$ cat config.mk
export PLATFORM = sky130hd
export DESIGN_NAME = pc_sequencer_flat
export DESIGN_NICKNAME = d
export VERILOG_FILES = /design/src/rtl/pc_sequencer_if.sv /design/src/rtl/pc_sequencer.sv /design/src/flat_wrapper.sv
export SDC_FILE = /design/constraint.sdc
export NUM_CORES = 1
export LEC_CHECK = 0
export BUFFER_PORTS_ARGS = -buffer_cell sky130_fd_sc_hd__buf_4
export CAP_MARGIN = 5
export CORE_UTILIZATION = 51
export CTS_CLUSTER_SIZE = 24
export DETAILED_ROUTE_END_ITERATION = 10
export PLACE_DENSITY = 0.79
export SETUP_SLACK_MARGIN = 0.1
export SKIP_CTS_REPAIR_TIMING = 1
export SYNTH_ARGS = -nofsm -noshare
export SYNTH_HDL_FRONTEND = slang
export SYNTH_SLANG_ARGS = --single-unit
$ cat constraint.sdc
create_clock -name clk -period 2.2 [get_ports clk]
set_clock_uncertainty 0.1 [all_clocks]
set_input_delay 0.44 -clock clk [delete_from_list [all_inputs] [get_ports clk]]
set_output_delay 0.44 -clock clk [all_outputs]
set_load 0.02 [all_outputs]
$ cat src/rtl/pc_sequencer_if.sv
// pc_sequencer_if -- signal bundle between the sequencer and its environment.
//   run        : level enable (1 = sequence, 0 = park in IDLE after current instr)
//   imem_req   : instruction fetch request
//   imem_addr  : fetch address, always equal to pc
//   imem_ack   : fetch complete, imem_data valid in the same cycle
//   imem_data  : fetched instruction word
//   instr      : latched current instruction
//   exec_valid : one-cycle pulse issuing instr to the ALU
//   alu_done   : ALU finished, alu_result valid in the same cycle
//   alu_result : ALU result
//   pc         : program counter
//   halted     : high while halted
// master = sequencer side, slave = memory/ALU/control side.
interface pc_sequencer_if;
   logic        run;
   logic        imem_req;
   logic [7:0]  imem_addr;
   logic        imem_ack;
   logic [15:0] imem_data;
   logic [15:0] instr;
   logic        exec_valid;
   logic        alu_done;
   logic [15:0] alu_result;
   logic [7:0]  pc;
   logic        halted;

   modport master (
      input  run, imem_ack, imem_data, alu_done, alu_result,
      output imem_req, imem_addr, instr, exec_valid, pc, halted
   );

   modport slave (
      output run, imem_ack, imem_data, alu_done, alu_result,
      input  imem_req, imem_addr, instr, exec_valid, pc, halted
   );
endinterface

$ cat src/rtl/pc_sequencer.sv
// pc_sequencer -- fetch / execute / update instruction sequencer.
// Ports:
//   clk : single clock, all state changes on the rising edge
//   rst : synchronous, active-high reset
//   bus : pc_sequencer_if.master (fetch handshake, ALU handshake, status)
// Flow: IDLE -> FETCH -> EXEC -> (WAIT_ALU ->) UPDATE -> FETCH/IDLE.
// A fetched HALT_OPCODE parks the sequencer in HALT until reset.
// Branches (instr[1:0]==2'b10) skip the ALU and test last_result.
module pc_sequencer #(
   parameter logic [7:0]  RESET_PC    = 8'h00,
   parameter logic [15:0] HALT_OPCODE = 16'hFFFF
) (
   input  logic           clk,
   input  logic           rst,
   pc_sequencer_if.master bus
);

   typedef enum logic [2:0] {
      IDLE,
      FETCH,
      EXEC,
      WAIT_ALU,
      UPDATE,
      HALT
   } state_t;

   state_t      state;
   logic [7:0]  pc_q;
   logic [15:0] instr_q;
   logic [15:0] last_result;
   logic        imem_req_q;
   logic        exec_valid_q;
   logic        halted_q;

   logic        is_branch;
   logic        br_taken;
   logic [7:0]  pc_next;

   assign is_branch = (instr_q[1:0] == 2'b10);

   always_comb begin
      br_taken = 1'b0;
      unique case (instr_q[3:2])
         2'b00: br_taken = (last_result == 16'd0);
         2'b01: br_taken = (last_result == 16'd1);
         2'b10: br_taken = (last_result == 16'd2);
         2'b11: br_taken = 1'b0;
      endcase
   end

   // 8-bit add wraps naturally at FF -> 00
   assign pc_next = (is_branch && br_taken) ? instr_q[11:4] : pc_q + 8'd1;

   // Strobes are registered: each is set on the edge that enters its state
   // and cleared on the edge that leaves it.
   always_ff @(posedge clk) begin
      if (rst) begin
         state        <= IDLE;
         pc_q         <= RESET_PC;
         instr_q      <= '0;
         last_result  <= '0;
         imem_req_q   <= 1'b0;
         exec_valid_q <= 1'b0;
         halted_q     <= 1'b0;
      end else begin
         unique case (state)
            IDLE: begin
               if (bus.run) begin
                  state      <= FETCH;
                  imem_req_q <= 1'b1;
               end
            end
            FETCH: begin
               if (bus.imem_ack) begin
                  instr_q    <= bus.imem_data;
                  imem_req_q <= 1'b0;
                  if (bus.imem_data == HALT_OPCODE) begin
                     state    <= HALT;
                     halted_q <= 1'b1;
                  end else begin
                     state        <= EXEC;
                     exec_valid_q <= 1'b1;
                  end
               end
            end
            EXEC: begin
               exec_valid_q <= 1'b0;
               state        <= is_branch ? UPDATE : WAIT_ALU;
            end
            WAIT_ALU: begin
               if (bus.alu_done) begin
                  last_result <= bus.alu_result;
                  state       <= UPDATE;
               end
            end
            UPDATE: begin
               pc_q <= pc_next;
               if (bus.run) begin
                  state      <= FETCH;
                  imem_req_q <= 1'b1;
               end else begin
                  state <= IDLE;
               end
            end
            HALT: begin
               state <= HALT;
            end
            default: begin
               state <= IDLE;
            end
         endcase
      end
   end

   assign bus.imem_req   = imem_req_q;
   assign bus.imem_addr  = pc_q;
   assign bus.instr      = instr_q;
   assign bus.exec_valid = exec_valid_q;
   assign bus.pc         = pc_q;
   assign bus.halted     = halted_q;

endmodule

$ cat src/flat_wrapper.sv
// flat-port wrapper written by rule: the top's interface ports become plain ports
module pc_sequencer_flat 
#(
   parameter logic [7:0]  RESET_PC    = 8'h00,
   parameter logic [15:0] HALT_OPCODE = 16'hFFFF
)
  (clk, rst, bus_run, bus_imem_ack, bus_imem_data, bus_alu_done, bus_alu_result, bus_imem_req, bus_imem_addr, bus_instr, bus_exec_valid, bus_pc, bus_halted);
  pc_sequencer_if bus_i ();
  input  logic clk;
  input  logic rst;
  input wire logic [$bits(bus_i.run)-1:0] bus_run;
  input wire logic [$bits(bus_i.imem_ack)-1:0] bus_imem_ack;
  input wire logic [$bits(bus_i.imem_data)-1:0] bus_imem_data;
  input wire logic [$bits(bus_i.alu_done)-1:0] bus_alu_done;
  input wire logic [$bits(bus_i.alu_result)-1:0] bus_alu_result;
  output wire logic [$bits(bus_i.imem_req)-1:0] bus_imem_req;
  output wire logic [$bits(bus_i.imem_addr)-1:0] bus_imem_addr;
  output wire logic [$bits(bus_i.instr)-1:0] bus_instr;
  output wire logic [$bits(bus_i.exec_valid)-1:0] bus_exec_valid;
  output wire logic [$bits(bus_i.pc)-1:0] bus_pc;
  output wire logic [$bits(bus_i.halted)-1:0] bus_halted;
  assign bus_i.run = bus_run;
  assign bus_i.imem_ack = bus_imem_ack;
  assign bus_i.imem_data = bus_imem_data;
  assign bus_i.alu_done = bus_alu_done;
  assign bus_i.alu_result = bus_alu_result;
  assign bus_imem_req = bus_i.imem_req;
  assign bus_imem_addr = bus_i.imem_addr;
  assign bus_instr = bus_i.instr;
  assign bus_exec_valid = bus_i.exec_valid;
  assign bus_pc = bus_i.pc;
  assign bus_halted = bus_i.halted;
  pc_sequencer #(.RESET_PC(RESET_PC), .HALT_OPCODE(HALT_OPCODE)) u_core (.clk(clk), .rst(rst), .bus(bus_i));
endmodule
Yosys cells after proc, flatten, opt, wreduce, memory -nomap -nowiden:

Index checks and enable logic that the tools add are counted.

* add/sub/neg operators: 1
* equal/unequal tests: 17
* muxes and demuxes: 15
* reduce and logical (&&, ||, !) cells: 13

Operators by type and width (count)
* case mux 3 bit (6 select lines): 1
* == test 16 x 1 -> 1 bit, second input constant: 1
* == test 16 bit, second input constant: 1
* == test 16 x 2 -> 1 bit, second input constant: 1
* logical NOT 16 bit: 1
* 2-to-1 mux 3 bit: 5
* AND reduction 3 bit: 4
* adder 8 x 1 -> 8 bit, second input constant: 1
* 2-to-1 mux 8 bit: 1
* != test 2 bit, second input constant: 4
* == test 2 bit, second input constant: 3
* == test 3 x 2 -> 1 bit, second input constant: 2
* == test 3 bit, second input constant: 2
* 2-to-1 mux 1 bit: 5
* case mux 1 bit (2 select lines): 2
* case mux 1 bit (4 select lines): 1
* AND reduction 2 bit: 2
* nonzero test 2 bit: 2
* == test 3 x 1 -> 1 bit, second input constant: 1
* logical NOT 3 bit: 1
* == test 2 x 1 -> 1 bit, second input constant: 1
* logical NOT 2 bit: 1
* != test 2 x 1 -> 1 bit, second input constant: 1
* OR reduction 2 bit: 1
* logical AND 1 bit: 1

* flip-flop bits (word level): 46
* input port bits: 37
* output and inout port bits: 35
* word-level logic and storage cells: 53

Depth between registers and ports, before layout:

* word-level depth: 4
* gate-level depth with buffers: 7
* gate-level depth less buffers: 6

Least setup slack after synthesis:

OpenSTA, ideal clock, no wires.

* kind: register to register
* from: register u_core.instr_q[2] (netlist: u_core.bus.instr[2])
* to: register u_core.pc_q[7] (netlist: u_core.bus.imem_addr[7])
* library setup time: 0.136 ns
* arrival time: 1.684 ns
* required time: 1.964 ns
* setup slack: 0.280 ns
* stages on the path, launching flop included: 8
* buffers on the path: 1
* period minus slack after synthesis: 1.920 ns
* cell sequence: dfxtp_1 > inv_1 > ha_1 > and4bb_2 > nor3_2 > buf_2 > o41a_1 > a31oi_1

* word-level cells in the longest chain between the ends: 4
* elaborated cells between the ends (all ways): 7
* classes of those cells: 3 x eq/ne; 2 x mux; 2 x reduce/logical

RTL lines
* start: declaration: line pc_sequencer.sv:29 `logic [15:0] instr_q;`
* start signal: assignment: line pc_sequencer.sv:75 `instr_q <= bus.imem_data;`
* == test 2 bit (tied with other cells): line pc_sequencer.sv:43 `unique case (instr_q[3:2])`
* case mux 1 bit (4 select lines) *: line pc_sequencer.sv:43
* logical AND 1 bit *: line pc_sequencer.sv:52 `assign pc_next = (is_branch && br_taken) ? instr_q[11:4] : pc_q + 8'd1;`
* 2-to-1 mux 8 bit *: line pc_sequencer.sv:52
* end signal: assignment: line pc_sequencer.sv:97 `pc_q <= pc_next;`
* end: declaration: line pc_sequencer.sv:28 `logic [7:0] pc_q;`

Every way passes the cells marked *; elsewhere a longest branch is shown, timed or not.
A chain may end at the register's enable or synchronous reset.

Worst setup path after layout:

* from: register u_core.instr_q[2] (netlist: u_core.bus.instr[2])
* to: register u_core.pc_q[5] (netlist: u_core.bus.imem_addr[5])

The elaborated chain is that of the path after synthesis.

==> metrics.cfg <==
[outcome]
run_status = complete, no violations

[critical_path]
reg2reg_to = u_core.bus.imem_addr[5]
critPathBufInv = 2
critical_path.max_stage_delay_ns = 0.48
critPathSlowestCell = or4_1
path_cells = inv_1 > ha_1 > and4bb_2 > nor3_2 > buf_4 > or4_1 > a31oi_1
reg2reg_from = u_core.bus.instr[2]
cp-startpoint = u_core.bus.instr[2]
crit_arrival_ns = 2.14
cp_num_cells = 7
r2r_cells = 7
start_kind = flop
r2r_slack_ns = 0.19
required_ns = 2.33
end_kind = flop
crit_type = flop to flop
endpoint = u_core.bus.imem_addr[5]
cp_top_family = simple AND/OR/NAND/NOR gates
cp_max_fo = 15

[hold_path]
hold_path.class = input port to flop

[drt]
vias = 2253
wire_per_inst_um = 14.1
final_antenna_net_count = 0
routed_wl_mm = 5.59
dr.pass1.iters = 4
drt-initial-drc-count = 209
viasPerCell = 5.66
drc = 0

[floorplan]
core_um2 = 4140
num_rows = 23
start_util = 0.552
io_pins = 72
die_x_um = 69.0
dieArea_um2 = 4750
die_h_um = 69.0

[synthesis]
syn_area_per_cell_um2 = 7.94
synth.distinct_cells = 48
ys_seq_area_frac = 0.403
async_reset_ff_frac = 0
synthesis.nets = 328
synth_edf_count = 0
synth-warning-count = 0
synthCells = 288
netlist_area_um2 = 2290
ys.flop_type = dfxtp_1
ys_ff_latch = 46

[timing]
fmax_mhz = 498
tns_ns = 0
finalCriticalPeriod_ns = 2.01
rsz0062_at_grt = false
worst_hold_slack_ns = 0.275
slew_headroom = 0.633
maxSlewViolCount = 0
finalCritPeriodShare = 0.913
tightestPinTransition_ns = 0.550
finalHoldViolations = 0
setup_viol = 0

[placement]
postPlaceCellArea_um2 = 2780
gp_congestion = 0.827
dp_hpwl_mm = 4.09
place_inst = 390
portBuffers = 71

[cts]
clkLatencyLatePin_ns = 0.30
cts_buffers = 5
clock_sinks = 46
clk_pin_slew_worst_paths_ns = 0.09
cts_tree = yes
cts_root_buf = clkbuf_8
clockBufferDepth = 2
htreeDepth = 2

[power]
switching_share = 0.285
power.switching_w = 0.000552
sequentialPowerShare = 0.475
comb_power_share = 0.195
p_leak_nw = 1.12
powerDensity_nw_per_um2 = 670
internal_power_w = 0.00139
ir_worst_vdd_v = 0.000335
clkPwrFrac = 0.330

[grt]
grt_pass1_vias = 2062
grt_first_pass_wirelength_mm = 9.12
globalRouteOverflowTotal = 0
grt_max_degree = 47
antenna_found_initial = 0
gr-usage-all-layers = 0.257

[cells_and_area]
drive_gt1_frac = 0.284
layout-area-overhead-vs-synth_pct = 26.5
stdcell_count = 398
fin_area_um2 = 2890
fillCellCount = 362
n_antenna_cell = 0
fin_nets = 387
mostFrequentLayoutCells = nand2_1, buf_4, dfxtp_1

[run]
maxCapViolCount = 0

==> power by group through the flow <==
stage / sequential, W / clock, W / combinational (W)
6_report: 0.000920 / 0.000640 / 0.000377
5_1_grt: 0.000929 / 0.000672 / 0.000417
4_1_cts: 0.000920 / 0.000646 / 0.000377
3_5_place_dp: 0.000939 / 0 / 0.000376
3_3_place_gp: 0.000937 / 0 / 0.000371
2_1_floorplan: 0.000962 / 0 / 0.000207
==> worst min-delay path: stages <==
cell and delay (ns):
buf_4 0.10, nand2_1 0.04, a21oi_1 0.05
==> cell families after synthesis <==
group,share of synthesized area
buf+inv,0.0744
compound gates,0.187
fa+ha+maj,0.0164
simple gates,0.319
flops,0.403
==> sequential cells by signal (all words and copies together) (netlist names) <==
register	count
u_core.bus.instr	16
u_core.last_result	16
u_core.bus.imem_addr	8
u_core.state	3
u_core.bus.exec_valid	1
u_core.bus.halted	1
u_core.bus.imem_req	1
==> per-stage QoR <==
stage | total power [W] | worst slack (ns) | util
CTS | 0.00194 | 0.194 | 0.698
floorplan | 0.00117 | 0.280 | -
global placement | 0.00131 | 0.305 | 0.671
detailed placement | 0.00132 | 0.214 | 0.671
global route | 0.00202 | 0.114 | 0.698
finish | 0.00194 | 0.191 | 0.698
==> how the worst min path moves through the flow <==
stage | end | cells past startpoint | start | slack, ns
5_1_grt | u_core.last_result[5] | 3 | bus_alu_result[5] | 0.28
4_1_cts | u_core.last_result[3] | 3 | bus_alu_result[3] | 0.27
3_5_place_dp | u_core.last_result[8] | 2 | u_core.last_result[8] | 0.35
3_3_place_gp | u_core.bus.instr[14] | 2 | u_core.bus.instr[14] | 0.34
2_1_floorplan | u_core.last_result[13] | 2 | u_core.last_result[13] | 0.34
6_report | u_core.last_result[13] | 3 | bus_alu_result[13] | 0.28
==> Yosys cell counts (2+ instances only) <==
library cell / instances / area share
inv_1: 4 / 0.0066
dfxtp_1: 46 / 0.40
nor2_1: 11 / 0.018
o21ai_0: 4 / 0.0088
nor4_1: 4 / 0.011
nor3_1: 3 / 0.0066
buf_2: 7 / 0.015
nand2_1: 78 / 0.13
nand2b_1: 5 / 0.014
nand4_1: 4 / 0.011
buf_6: 2 / 0.0099
o221ai_1: 2 / 0.0077
buf_4: 9 / 0.030
o311ai_0: 2 / 0.0077
o31ai_1: 2 / 0.0066
or4_1: 4 / 0.013
nand3_2: 2 / 0.0088
ha_1: 3 / 0.016
nor4_2: 4 / 0.022
nor2b_1: 5 / 0.014
nand3_1: 5 / 0.011
o21a_1: 3 / 0.0099
or3_1: 3 / 0.0082
nand3b_1: 2 / 0.0066
o32ai_1: 5 / 0.019
a21oi_1: 36 / 0.079
a31oi_1: 6 / 0.016
clkbuf_1: 7 / 0.011
==> area by class of cell <==
cell class	instances	area, um^2	share of cell area
multi-input combinational	212	1190	0.413
inverter	4	15.0	0.00519
tap	50	62.6	0.0216
clock inverter	3	43.8	0.0151
sequential	46	922	0.319
timing repair buffer	78	586	0.202
clock buffer	5	68.8	0.0238
==> layer usage <==
layer,wire length (um),GRT usage
met1,2510,0.334
met2,2610,0.417
met3,407,0.0592
met4,67,0.0791
met5,0,0
Power figures use the tool's default switching activity.
